<file path="src/rtl/tone_detect_array.sv">
// Per-channel tone qualifier: each band-pass input must stay high for HOLD_CYCLES to be detected.
// A live detection drops after RELEASE_CYCLES low; a sticky detection holds until clear. New detections pulse tone_valid.
module tone_detect_array #(
    parameter int N_CH           = 5,
    parameter int HOLD_CYCLES    = 25_000_000,
    parameter int RELEASE_CYCLES = 2_500_000,
    parameter int CNT_W          = 32
) (
    input  logic            clock,
    input  logic            reset,
    input  logic [N_CH-1:0] bp,
    input  logic            latch_mode,
    input  logic            clear,
    output logic [N_CH-1:0] detect,
    output logic            tone_valid,
    output logic [2:0]      tone_id,
    output logic [7:0]      led
);

    typedef enum logic [1:0] {IDLE, CHECK, DETECTED, RELEASE} state_t;

    localparam logic [CNT_W-1:0] HOLD_LAST = CNT_W'(HOLD_CYCLES - 1);
    localparam logic [CNT_W-1:0] REL_LAST  = CNT_W'(RELEASE_CYCLES - 1);
    localparam logic [CNT_W-1:0] CNT_ONE   = CNT_W'(1);
    localparam logic [CNT_W-1:0] CNT_MAX   = {CNT_W{1'b1}};

    state_t           state_q [N_CH];
    state_t           state_d [N_CH];
    logic [CNT_W-1:0] cnt_q   [N_CH];
    logic [CNT_W-1:0] cnt_d   [N_CH];
    logic             tone_valid_q, tone_valid_d;
    logic [2:0]       tone_id_q, tone_id_d;

    function automatic logic [CNT_W-1:0] inc_sat(input logic [CNT_W-1:0] v);
        return (v == CNT_MAX) ? v : v + CNT_ONE;
    endfunction

    always_comb begin
        tone_valid_d = 1'b0;
        tone_id_d    = 3'd0;
        // Walk downward so the lowest newly detected channel is the last one written.
        for (int i = N_CH - 1; i >= 0; i--) begin
            state_d[i] = state_q[i];
            cnt_d[i]   = cnt_q[i];
            case (state_q[i])
                IDLE: begin
                    cnt_d[i] = '0;
                    if (bp[i]) begin
                        state_d[i] = CHECK;
                        cnt_d[i]   = CNT_ONE;
                    end
                end
                CHECK: begin
                    if (!bp[i]) begin
                        state_d[i] = IDLE;
                        cnt_d[i]   = '0;
                    end else if (cnt_q[i] == HOLD_LAST) begin
                        state_d[i]   = DETECTED;
                        cnt_d[i]     = '0;
                        tone_valid_d = 1'b1;
                        tone_id_d    = 3'(i);
                    end else begin
                        cnt_d[i] = inc_sat(cnt_q[i]);
                    end
                end
                DETECTED: begin
                    if (!latch_mode && !bp[i]) begin
                        state_d[i] = (RELEASE_CYCLES == 1) ? IDLE : RELEASE;
                        cnt_d[i]   = (RELEASE_CYCLES == 1) ? '0 : CNT_ONE;
                    end
                end
                RELEASE: begin
                    if (latch_mode || bp[i]) begin
                        state_d[i] = DETECTED;
                        cnt_d[i]   = '0;
                    end else if (cnt_q[i] == REL_LAST) begin
                        state_d[i] = IDLE;
                        cnt_d[i]   = '0;
                    end else begin
                        cnt_d[i] = inc_sat(cnt_q[i]);
                    end
                end
                default: begin
                    state_d[i] = IDLE;
                    cnt_d[i]   = '0;
                end
            endcase
            if (clear) begin
                state_d[i] = IDLE;
                cnt_d[i]   = '0;
            end
        end
        if (clear) begin
            tone_valid_d = 1'b0;
            tone_id_d    = 3'd0;
        end
    end

    always_ff @(posedge clock) begin
        if (reset) begin
            for (int i = 0; i < N_CH; i++) begin
                state_q[i] <= IDLE;
                cnt_q[i]   <= '0;
            end
            tone_valid_q <= 1'b0;
            tone_id_q    <= 3'd0;
        end else begin
            for (int i = 0; i < N_CH; i++) begin
                state_q[i] <= state_d[i];
                cnt_q[i]   <= cnt_d[i];
            end
            tone_valid_q <= tone_valid_d;
            tone_id_q    <= tone_id_d;
        end
    end

    always_comb begin
        led = 8'h00;
        for (int i = 0; i < N_CH; i++) begin
            detect[i]  = (state_q[i] == DETECTED) || (state_q[i] == RELEASE);
            led[7 - i] = detect[i];
        end
    end

    assign tone_valid = tone_valid_q;
    assign tone_id    = tone_id_q;

endmodule

</file>
<file path="config.mk">
export PLATFORM = sky130hd
export DESIGN_NAME = tone_detect_array
export DESIGN_NICKNAME = d
export VERILOG_FILES = /design/src/rtl/tone_detect_array.sv
export SDC_FILE = /design/constraint.sdc
export NUM_CORES = 1
export LEC_CHECK = 0
export BUFFER_PORTS_ARGS = -buffer_cell sky130_fd_sc_hd__buf_2
export CORE_ASPECT_RATIO = 0.7
export CORE_UTILIZATION = 43
export CTS_BUF_LIST = sky130_fd_sc_hd__clkbuf_4 sky130_fd_sc_hd__clkbuf_8
export DETAILED_ROUTE_END_ITERATION = 6
export PLACE_DENSITY = 0.66
export SLEW_MARGIN = 20
export SYNTH_ARGS = -nofsm -noshare
export SYNTH_HDL_FRONTEND = slang
export SYNTH_SLANG_ARGS = --single-unit
</file>
<file path="constraint.sdc">
create_clock -name clock -period 7.8 [get_ports clock]
set_clock_uncertainty 0.15 [all_clocks]
set_input_delay 1.17 -clock clock [delete_from_list [all_inputs] [get_ports clock]]
set_output_delay 1.17 -clock clock [all_outputs]
set_load 0.1 [all_outputs]
</file>
==> results.json <==
{
  "critPathMaxStageDelay_ps": 590,
  "synth.distinct_cells": 78,
  "pwr-share-seq_pct": 55.7,
  "clkTransAtPathRegs_ps": 100,
  "combinationalPowerShare_pct": 2.6,
  "track_usage_pct": 22.3,
  "floorplan.initialDensity_pct": 43.7,
  "cts_resized": 0,
  "clk_latency_ps": 500,
  "yosys-mux-area-fraction_pct": 0.871,
  "hold_end": "cnt_q[0][33]$_SDFFE_PP0P_",
  "async_reset_ff_share_pct": 0,
  "avgSynthCellArea_sq_um": 7.66,
  "crit_path_top_delay_cell": "o41ai_2",
  "cts_setup_buffers": 0,
  "cts_made_buffers": 17,
  "synth_top_family_by_area": "simple AND/OR/NAND/NOR gates",
  "diodes": 0,
  "total_power_uw": 1610,
  "endpoint_kind": "flip-flop",
  "synth-seq-cells": 174,
  "gp_congestion": 0.924,
  "holdPathStages": 2,
  "cts_root_buffer": "clkbuf_8",
  "fin_hold_ws_ps": 338,
  "die_h_um": 132,
  "rows": 47,
  "synth_top_area_share_pct": 33.7,
  "ios": 26,
  "fin_crit_sh_pct": 40.1,
  "post-synth-top-count-cell": "dfxtp_1",
  "synth_xor_xnor_area_share_pct": 0.847,
  "via_per_inst": 6.32,
  "cts-hold-fix-buffers": 0,
  "grt_pass1_wl_mm": 45.5,
  "status": "complete, no violations",
  "clockBufferDepth": 2,
  "drt-total-wl_mm": 27.8,
  "vias": 10400,
  "port_buffers": 22,
  "cts-htree-levels": 4,
  "ys.flop_type": "dfxtp_1",
  "seq_area_sq_mm": 0.00348,
  "synthSimpleGateAreaFrac_pct": 33.0,
  "swShare_pct": 25.5,
  "core_sq_mm": 0.0236,
  "synthTopCellsByCount": "dfxtp_1, nand2_1, a21oi_1, a31oi_1, nand4_1",
  "synth_area_leaders": "dfxtp_1, a31oi_1, nand4_1, nand2_1, a21oi_1",
  "drc_errors": 0,
  "hold_viol": 0,
  "yosysWarnings": 0,
  "final_antenna_net_count": 0,
  "post_drt_wl_per_cell_um": 17.0,
  "synth_compound_gate_area_share_pct": 25.2,
  "hpwl_mm": 19.2,
  "grt_setup_unrepaired": "no",
  "synth_adder_area_share_pct": 0.605,
  "syn_inst": 1351,
  "synth_top_area_cell": "dfxtp_1",
  "grt_max_degree": 60,
  "dpl.cell_count": 1610,
  "hold_class": "reg -> reg",
  "gr-total-overflow": 0,
  "drt-initial-drc-count": 1115,
  "timing.slew.headroom_pct": 28.2,
  "r2r-start": "cnt_q[0][32]$_SDFFE_PP0P_",
  "reg2reg_depth": 8,
  "areaGrowthSynthToFinish_pct": 5.49,
  "p_sw_uw": 411,
  "ys_seq_area_share_pct": 33.7,
  "cts_tree": "done",
  "timing.rr.end": "cnt_q[0][48]$_SDFFE_PP0P_",
  "cp-start-kind": "flip-flop",
  "tightest_slew_ps": 1070,
  "drv_cap": 0,
  "cp_max_fo": 26,
  "powerDensity_mw_per_mm2": 147,
  "fill_cells": 2401,
  "fmax_ghz": 0.320,
  "grt_pass1_vias": 8645,
  "critical_path_required_ps": 8040,
  "die_w_um": 187,
  "syn_area_sq_mm": 0.0103,
  "min_period_ps": 3130,
  "multi_input_area_sq_mm": 0.00630,
  "setup_tns_ps": 0,
  "ir_worst_vdd_mv": 0.122,
  "clock-sinks": 174,
  "worstPathArrival_ps": 3370,
  "finalNonFillerCells": 1641,
  "drt_first_pass_iters": 5,
  "path_cells": "ha_1 -> and4_1 -> nand4_1 -> o41ai_2 -> a21oi_2 -> buf_4 -> a21o_1 -> a22o_1",
  "min_from": "cnt_q[0][33]$_SDFFE_PP0P_",
  "p_leak_uw": 0.00337,
  "fin_nets": 1325,
  "layout-drive-gt1-share_pct": 7.11,
  "setup_ws_ps": 4670,
  "slew_violations": 0,
  "synth-edff-count": 0,
  "power.internal_uw": 1200,
  "die_area_sq_mm": 0.0247,
  "clock_power_share_pct": 41.7,
  "criticalPathCategory": "reg -> reg",
  "place_ws_ps": 4390,
  "regToRegSetupSlack_ps": 4670,
  "antenna_found_initial": 0,
  "setup_viol": 0
}
-- layer usage --
| metal | track usage, % | part of all wire [%] | wire [um] | vias up |
|---|---|---|---|---|
| li1 | - | - | - | 5100 |
| met1 | 34.8 | 50 | 14000 | 4912 |
| met2 | 31.0 | 42 | 11700 | 345 |
| met3 | 4.18 | 7.0 | 1940 | 19 |
| met4 | 5.10 | 0.69 | 192 | 0 |
| met5 | 0 | 0 | 0 | - |
-- flip-flops by register name (all words and copies together), names as in the netlist --
name / count
cnt_q: 160
state_q: 10
tone_id: 3
tone_valid: 1
-- cells in the final DEF, fill, tap and decap left out, types with 17 or more instances in the layout --
cell type,count
clkbuf_8,17
nor2_1,74
o21ai_0,60
and3_1,33
buf_2,22
inv_1,38
and4_1,19
dfxtp_1,174
nor3_1,37
nand4_1,89
nand2b_1,18
nor4_1,25
a21o_1,23
and2_1,22
nand3_1,78
a31oi_1,94
a21oi_1,92
nand2_1,145
-- per-stage QoR --
stage	cell area (sq um)	util, %
floorplan	10300	-
global placement	10500	44.4
detailed placement	10500	44.4
CTS	10900	46.1
global route	10900	46.2
finish	10900	46.2
-- cells by family after synthesis --
| kind of cell | count (synthesis) |
|---|---|
| AOI/OAI and AO/OA | 400 |
| and+or+nand+nor | 621 |
| buffers and inverters | 131 |
| adders and majority gates | 5 |
| xor gates and xnor gates | 10 |
| DFF | 174 |
| muxes | 9 |
| other | 1 |
-- critical path, delay by kind of cell, from the launching register on --
family / cells / cell delay, ps
AOI/OAI and AO/OA: 4 / 1250
adders and majority gates: 1 / 240
buffers and inverters: 1 / 310
DFF: 1 / 410
and+or+nand+nor: 2 / 650
-- final cells by class --
cell class	count	share of cell area, %
Timing Repair Buffer	32	1.70
Clock inverter	13	1.44
Sequential cell	174	31.9
Clock buffer	18	2.21
Multi-Input combinational cell	1048	57.8
Tap cell	318	3.65
Inverter	38	1.31
-- worst max path at each step --
stage	start	to	slack, ps	depth (start not counted)
2_1_floorplan	state_q[0][5]$_SDFFE_PP0P_	led[5]	4600	3
3_3_place_gp	clear	cnt_q[0][60]$_SDFFE_PP0P_	4440	6
3_5_place_dp	latch_mode	cnt_q[0][52]$_SDFFE_PP0P_	4390	8
4_1_cts	cnt_q[0][88]$_SDFFE_PP0P_	cnt_q[0][68]$_SDFFE_PP0P_	4700	6
5_1_grt	cnt_q[0][128]$_SDFFE_PP0P_	cnt_q[0][159]$_SDFFE_PP0P_	4490	7
6_report	cnt_q[0][32]$_SDFFE_PP0P_	cnt_q[0][48]$_SDFFE_PP0P_	4670	8
-- power groups by stage --
stage	clock (uW)	combinational, uW	sequential [uW]
after floorplan	0	34.5	914
after global placement	0	41.5	915
after detailed placement	0	42.2	915
after CTS	680	42.3	895
after global routing	720	46.5	895
final	670	42.6	895
(Power assumes the default switching activity.)
